===== config.mk =====
export PLATFORM = sky130hd
export DESIGN_NAME = uart_top
export DESIGN_NICKNAME = d
export VERILOG_FILES = /design/src/rtl/uart_top.sv
export SDC_FILE = /design/constraint.sdc
export NUM_CORES = 1
export LEC_CHECK = 0
export CORE_ASPECT_RATIO = 0.9
export CORE_MARGIN = 2
export CORE_UTILIZATION = 59
export CTS_BUF_LIST = sky130_fd_sc_hd__clkbuf_4 sky130_fd_sc_hd__clkbuf_8 sky130_fd_sc_hd__clkbuf_16
export DETAILED_ROUTE_END_ITERATION = 7
export GPL_ROUTABILITY_DRIVEN = 0
export GPL_TIMING_DRIVEN = 0
export MAX_ROUTING_LAYER = met4
export PLACE_DENSITY_LB_ADDON = 0.12
export SLEW_MARGIN = 20
export SYNTH_ARGS = -nofsm -noshare
export SYNTH_HDL_FRONTEND = slang
export SYNTH_SLANG_ARGS = --single-unit

===== constraint.sdc =====
create_clock -name Clk -period 2.08 [get_ports Clk]
set_input_delay 0.52 -clock Clk [delete_from_list [all_inputs] [get_ports Clk]]
set_output_delay 0.52 -clock Clk [all_outputs]
set_load 0.005 [all_outputs]

===== src/rtl/uart_top.sv =====
// uart_top: 8N1 UART receiver with hex display latch and push-button byte transmitter.
module uart_tx #(
  parameter int CLKS_PER_BIT = 434
) (
  input  logic       Clk,
  input  logic       Rst,
  input  logic       i_fTx,
  input  logic [7:0] i_Data,
  output logic       o_fDone,
  output logic       o_fReady,
  output logic       o_Tx
);
  localparam int CW = $clog2(CLKS_PER_BIT + 1);
  localparam logic [CW-1:0] LAST = CW'(CLKS_PER_BIT - 1);
  localparam logic [1:0] IDLE = 2'd0, START = 2'd1, DATA = 2'd2, STOP = 2'd3;
  logic [1:0] state;
  logic [CW-1:0] cnt;
  logic [2:0] idx;
  logic [7:0] data;
  logic tick;
  assign tick = cnt == LAST;
  assign o_fReady = state == IDLE;
  always_ff @(posedge Clk or negedge Rst)
    if (!Rst) begin
      state <= IDLE;
      cnt <= '0;
      idx <= '0;
      data <= '0;
      o_Tx <= 1'b1;
      o_fDone <= 1'b0;
    end else begin
      o_fDone <= 1'b0;
      cnt <= (state == IDLE || tick) ? '0 : cnt + 1'b1;
      case (state)
        IDLE: if (i_fTx) begin
          data <= i_Data;
          o_Tx <= 1'b0;
          state <= START;
        end
        START: if (tick) begin
          o_Tx <= data[0];
          data <= data >> 1;
          idx <= '0;
          state <= DATA;
        end
        DATA: if (tick) begin
          o_Tx <= idx == 3'd7 ? 1'b1 : data[0];
          data <= data >> 1;
          idx <= idx + 1'b1;
          if (idx == 3'd7) state <= STOP;
        end
        default: if (tick) begin
          o_fDone <= 1'b1;
          state <= IDLE;
        end
      endcase
    end
endmodule

module uart_rx #(
  parameter int CLKS_PER_BIT = 434
) (
  input  logic       Clk,
  input  logic       Rst,
  input  logic       i_Rx,
  output logic       o_fDone,
  output logic [7:0] o_Data
);
  localparam int CW = $clog2(CLKS_PER_BIT + 1);
  localparam logic [CW-1:0] LAST = CW'(CLKS_PER_BIT - 1);
  localparam logic [CW-1:0] HALF = CW'(CLKS_PER_BIT / 2 - 1);
  localparam logic [1:0] IDLE = 2'd0, START = 2'd1, DATA = 2'd2, STOP = 2'd3;
  logic [1:0] state;
  logic [CW-1:0] cnt;
  logic [2:0] idx;
  logic [7:0] shift;
  logic s1, s2, s3, err, tick, half;
  assign tick = cnt == LAST;
  assign half = cnt == HALF;
  always_ff @(posedge Clk or negedge Rst)
    if (!Rst) begin
      {s1, s2, s3} <= 3'b111;
      state <= IDLE;
      cnt <= '0;
      idx <= '0;
      shift <= '0;
      err <= 1'b0;
      o_Data <= '0;
      o_fDone <= 1'b0;
    end else begin
      {s1, s2, s3} <= {i_Rx, s1, s2};
      o_fDone <= 1'b0;
      cnt <= (state == IDLE || (state == START ? half : tick)) ? '0 : cnt + 1'b1;
      case (state)
        IDLE: if (s3 && !s2) state <= START;
        START: if (half) begin
          idx <= '0;
          state <= s2 ? IDLE : DATA;
        end
        DATA: if (tick) begin
          shift <= {s2, shift[7:1]};
          idx <= idx + 1'b1;
          if (idx == 3'd7) state <= STOP;
        end
        default: if (tick) begin
          // a low stop bit waits out one more bit time before rearming
          if (err) begin
            err <= 1'b0;
            state <= IDLE;
          end else if (s2) begin
            o_Data <= shift;
            o_fDone <= 1'b1;
            state <= IDLE;
          end else err <= 1'b1;
        end
      endcase
    end
endmodule

module uart_top #(
  parameter int CLKS_PER_BIT = 434
) (
  input  logic       Clk,
  input  logic       Rst,
  input  logic       i_Rx,
  input  logic [3:0] i_Push,
  output logic       o_Tx,
  output logic [6:0] o_FND_H,
  output logic [6:0] o_FND_L
);
  localparam logic [6:0] SEG [16] = '{
    7'h40, 7'h79, 7'h24, 7'h30, 7'h19, 7'h12, 7'h02, 7'h78,
    7'h00, 7'h10, 7'h08, 7'h03, 7'h46, 7'h21, 7'h06, 7'h0E
  };
  logic rx_done, tx_done, tx_ready, tx_start;
  logic [7:0] rx_data, tx_byte, latched;
  logic [3:0] p1, p2, p3, press;
  assign press = p3 & ~p2;
  assign tx_byte = press[0] ? 8'h30 : press[1] ? 8'h31 : press[2] ? 8'h32 : 8'h33;
  assign tx_start = |press && tx_ready && !tx_done;
  assign o_FND_H = SEG[latched[7:4]];
  assign o_FND_L = SEG[latched[3:0]];
  always_ff @(posedge Clk or negedge Rst)
    if (!Rst) begin
      {p1, p2, p3} <= '1;
      latched <= '0;
    end else begin
      {p1, p2, p3} <= {i_Push, p1, p2};
      if (rx_done) latched <= rx_data;
    end
  uart_rx #(.CLKS_PER_BIT(CLKS_PER_BIT)) u_rx (
    .Clk(Clk), .Rst(Rst), .i_Rx(i_Rx), .o_fDone(rx_done), .o_Data(rx_data)
  );
  uart_tx #(.CLKS_PER_BIT(CLKS_PER_BIT)) u_tx (
    .Clk(Clk), .Rst(Rst), .i_fTx(tx_start), .i_Data(tx_byte),
    .o_fDone(tx_done), .o_fReady(tx_ready), .o_Tx(o_Tx)
  );
endmodule


* Yosys cells after proc, flatten, opt, wreduce, memory -nomap -nowiden
Memory sizes are Yosys's and may differ from the RTL's. Cells that the tools add are included.
Storage, ports and cells: register bits 79, bits in read-only memories 224, input port bits 7, output and inout bits 15, logic and storage cells 128, memories 2
Cells by class: $add $sub $neg 4, $lt $le $gt $ge 2, eq/ne operators 18, multiplexer cells 47, bitwise gates (word level) 6, reduce and logical (&&, ||, !) cells 29
Memories:
- (name not given) | depth 16, width 7, read ports 1, clocked after Yosys merged registers in 0, write ports 0, RTL line 142 | assign o_FND_L = SEG[latched[3:0]];
- (name not given) | depth 16, width 7, read ports 1, clocked after Yosys merged registers in 0, write ports 0, RTL line 141 | assign o_FND_H = SEG[latched[7:4]];
Operator list (number):
- 2-to-1 mux 2 bit | 15
- 2-to-1 mux 7 bit | 4
- adder 9 x 1 -> 9 bit (second input constant) | 2
- equality test 9 bit (second input constant) | 2
- 2-to-1 mux 9 bit | 2
- 2-to-1 mux 8 bit | 2
- != test 2 x 1 -> 1 bit (second input constant) | 8
- case mux 8 bit (2 select lines) | 1
- 2-to-1 mux 1 bit | 14
- 2-to-1 mux 3 bit | 4
- case mux 2 bit (3 select lines) | 2
- case mux 3 bit (2 select lines) | 2
- >= comparator 5 bit (second input constant) | 2
- inverter 4 -> 5 bit | 2
- equality test 9 x 8 -> 1 bit (second input constant) | 1
- AND reduction 3 bit | 3
- AND reduction 4 bit | 2
- nonzero test 2 bit | 4
- adder 3 x 1 -> 3 bit (second input constant) | 2
- equality test 3 bit (second input constant) | 2
- AND reduction 6 bit | 1
- nonzero test 3 bit | 2
- OR reduction 3 bit | 2
- AND reduction 5 bit | 1
- 15 further kinds | 24

* Depth between registers and ports, before layout
depth in word-level cells 7, depth in mapped cells 8, depth with buffers taken out 7

* Modules after synthesis
A second synthesis with hierarchy kept.
Second synthesis, totals: cell total of the unflattened synthesis 354, area total of the unflattened synthesis 4058.9 µm²
By module, submodules not included:
- uart_rx | instances 1, cells each 125, area an instance 1587.8 µm²
- uart_tx | instances 1, cells each 117, area an instance 1265.0 µm²
- uart_top | instances 1, cells each 112, area an instance 1206.2 µm²

* Worst setup path before layout
Ideal clock, no wire load.
path type reg2reg, from register u_tx.cnt[3], to register u_tx.state[1], arrival 1.760 ns, required time 1.952 ns, setup slack 0.192 ns, cell stages (with the launch flop) 5, clock period less this slack 1.888 ns, path through dfrtp_1 -> or2_1 -> nor4_2 -> a32o_1 -> mux2_1
Between the ends: word-level cells in the longest chain between the ends 3, elaborated cells between the ends (all ways) 5, those cells by class eq/ne: 3; reduce/logical: 2
RTL lines:
- start: declaration | RTL line 17 | logic [CW-1:0] cnt;
- start signal: assignment | RTL line 33 | cnt <= (state == IDLE || tick) ? '0 : cnt + 1'b1;
- equality test 9 bit (*) | RTL line 21 | assign tick = cnt == LAST;
- != test 2 x 1 -> 1 bit (no source line) or nonzero test 2 bit (tied branches)
- AND reduction 5 bit (no source line) (*)
- end signal: assignment | RTL line 25 | state <= IDLE;
- end signal: assignment | RTL line 38 | state <= START;
- end signal: assignment | RTL line 44 | state <= DATA;
- end: declaration | RTL line 16 | logic [1:0] state;
Mark *: on every way between the ends. The rest lies on a longest branch, timed or not. A chain may end at the register's enable or synchronous reset.

* Worst setup path in the final report
from register latched[4], to output o_FND_H[3]
Between the ends: word-level cells in the longest chain between the ends 4
RTL lines:
- start: declaration | RTL line 136 | logic [7:0] rx_data, tx_byte, latched;
- start signal: assignment | RTL line 149 | if (rx_done) latched <= rx_data;
- inverter 4 -> 5 bit (not written as such) | RTL line 141
- memory read (16 x 7 bit)
- 2-to-1 mux 7 bit (not written as such) (2 in a row) | RTL line 141
- end: declaration | RTL line 128 | output logic [6:0] o_FND_H,
No other way between the ends. The select of a mux whose other input is x is not followed.

==> qor.txt <==
setup ws final: -149 ps
Period minus WS final: 2230 ps
Via density: 5.57
Crit Reg-Reg Endpoint: u_tx.o_Tx
outcome: finished, violations left
CTS Root Cell: clkbuf_8
Top FF cell, synth: dfrtp_1
Synth Instances: 362
CP Capture Type: output pin
GRT Overall Usage: 22.6%
Routed WL per cell: 15.3 microns
compound-cell area share of the yosys netlist: 9.76%
# nets final: 452
crit path launch type: flip-flop
Rel. slew slack: 60.1%
CP max FO: 5
synthesized area per cell: 10.8 sq um
height of the die: 81.2 microns
Port Buffer Count: 21
Post-Synth Adder-Cell Area: 9.60%
reg2reg setup slack: 70 ps
post-synth net total: 399
post-route ant nets: 0
FP Rows: 28
clk sink count: 77
Synth cell types: 58
Fin. Hold Viols: 0
TritonCTS Buffers: 9
hpwl dp: 4.54 mm
Yosys reg bits: 77
Worst Tran Pin Value: 594 ps
Final Setup Violations: 5
drt pass-1 iters: 4
global-route wire length before repair: 12.7 mm
violated checks: setup timing
initial antenna violation count: 0
worst-skew pair later-pin latency: 350 ps
clk buf depth: 2
vias in the first global route: 2798
global route overflow: 0
CTS tree: built
xor/xnor share of the synthesized area: 3.13%
initial cell density of the core: 60.3%
Crit path required time: 1560 ps
sequential element share of the synthesized area: 49.8%
launching point of the worst reg2reg path: u_tx.cnt[3]
Max Freq: 0.449 GHz
DRC violation count after routing: 0
total number of H-tree levels: 3
PwrDens: 936 nW/um^2
die width: 89.8 microns
Area contributors post-synth: dfrtp_1 (39%), dfstp_2 (11%), ha_1 (9.6%)
Hold Path Class: input pin to async pin
clk slew on worst S/H paths: 80 ps
multiplexer share of the synthesized area: 9.02%
max cap viols: 0
post-synth top area share: 39.0%
share of cells above drive strength 1: 33.6%
initial drt markers: 106
placed instance count: 474
final std cells w/o fill: 510
Worst Setup EP: o_FND_H[3]
VDD IR max: 610 uV
Yosys top cell by area: dfrtp_1
leak pwr: 2.25 nW
largest net degree at the start of global routing: 58
# hold bufs at CTS: 0
final clock skew: 6.14 ps
Syn. warnings: 0
placed inst area: 4260 sq um
Die ar.: 7300 sq um
fraction of synthesis flops using an asynchronous set or reset pin: 100%
worst setup path class: flip-flop to output pin
Final Cell Area: 4900 sq um
Core ar.: 6480 sq um
CP Data Arrival Time: 1710 ps
n_diodes: 0
Slew Limit Fails: 0
Setup crit start: latched[4]
Area Overhead vs Synth: 25.2%
Final period util: 107%
Synth Cell Area: 3910 sq um
Reg2Reg Depth: 6
largest family of logic cells by synthesized area: simple AND/OR/NAND/NOR gates
RSZ-0062 raised after global routing: yes
Vias: 2842
fin util: 75.6%
Synth Area in Simple Gates: 15.6%
# IOs: 22
Total Wirelength: 7.79 mm
EDFF count, synth: 0
cells in the mapped netlist, types with 3 or more instances:
master / number
dfrtp_1: 61
nor2_1: 34
ha_1: 30
nand2_1: 29
o21ai_0: 24
inv_1: 23
mux2_2: 17
dfstp_2: 16
a21oi_1: 14
nand3_1: 10
nor2b_1: 9
xor2_1: 8
mux2_1: 7
clkbuf_1: 6
mux2i_1: 6
xnor2_1: 6
nand2b_1: 5
nand4_1: 5
and3_1: 4
and2_1: 3
o21ai_1: 3
state kept, by name (all words and copies together) (netlist names), 2 cells and up:
register	cells
latched	8
u_rx.o_Data	8
u_tx.state	2
u_rx.shift	8
p3	4
p1	4
u_tx.data	6
u_tx.idx	3
u_rx.state	2
p2	4
u_tx.cnt	9
u_rx.cnt	9
u_rx.idx	3
stage by stage:
stage          setup slack [ps]  hold WS (ps)  TNS, ps  power (mW)
2_1_floorplan               192           224        0        2.70
3_3_place_gp              -2120           347  -149830        2.96
3_5_place_dp               -280           347    -1220        3.00
4_1_cts                    -148          47.1     -439        4.52
5_1_grt                    -209          50.2     -791        4.91
6_report                   -149          51.6     -225        4.59
critical path: stages, from the launching register on:
cell	delay, ps
dfrtp_1	390
inv_2	90
ha_4	280
inv_2	30
mux4_2	430
buf_2	140
area by class of cell:
class / instances / area [sq um]
flip-flops and latches: 77 / 1950
repair buffers: 43 / 349
well taps: 90 / 113
multi-input cells: 253 / 2080
plain buffers: 7 / 43.8
clock inverters: 7 / 146
clock buffers: 9 / 124
fillers: 425 / 1580
inverters: 24 / 92.6
placed cells by master, fill, tap and decap left out, types with 7 or more instances in the layout:
cell type  netlist  final
clkbuf_8         0      9
xor2_1           8      8
nand3_1         10     10
o21ai_1          3      8
nor2_1          34     33
buf_6            0      8
buf_2            2     10
mux2_2          17     17
inv_1           23     18
nand2_1         29     25
ha_4             0      8
ha_1            30     17
a21oi_1         14     12
buf_4            0     15
mux2_1           7      7
dfrtp_1         61     59
o21ai_0         24     17
dfstp_2         16     16
where the power goes:
part | internal, mW | total [mW] | switching, mW
clock | 0.926 | 1.49 | 0.563
combinational | 0.525 | 1.23 | 0.707
sequential | 1.69 | 1.87 | 0.175
total | 3.14 | 4.59 | 1.44
metal layers:
metal / global-route usage (%) / wire length, microns / up-vias
li1: - / - / 1360
met1: 27.1 / 3470 / 1386
met2: 37.8 / 3860 / 82
met3: 5.84 / 320 / 14
met4: 7.85 / 139 / 0
met5: - / 0 / -
timing repair:
| action | CTS | global route |
|---|---|---|
| endpoints found under the setup margin | 17 | 20 |
| buffers inserted | 15 | 6 |
| resized for setup | 76 | 53 |
| pin swaps | 5 | 14 |
worst min-delay path by stage:
stage           from     endpoint  slack, ps
6_report         Rst  u_tx.cnt[7]         50
3_3_place_gp   p1[3]        p2[3]        350
5_1_grt          Rst   latched[6]         50
4_1_cts          Rst   latched[4]         50
2_1_floorplan    Rst   latched[0]        220
3_5_place_dp   p1[3]        p2[3]        350
kinds of logic after synthesis:
group | Yosys count
and+or+nand+nor | 116
xor gates and xnor gates | 14
DFF | 77
adders and majority gates | 30
AOI/OAI and AO/OA | 62
buffers and inverters | 32
muxes | 31
Power figures use the tool's default switching activity.
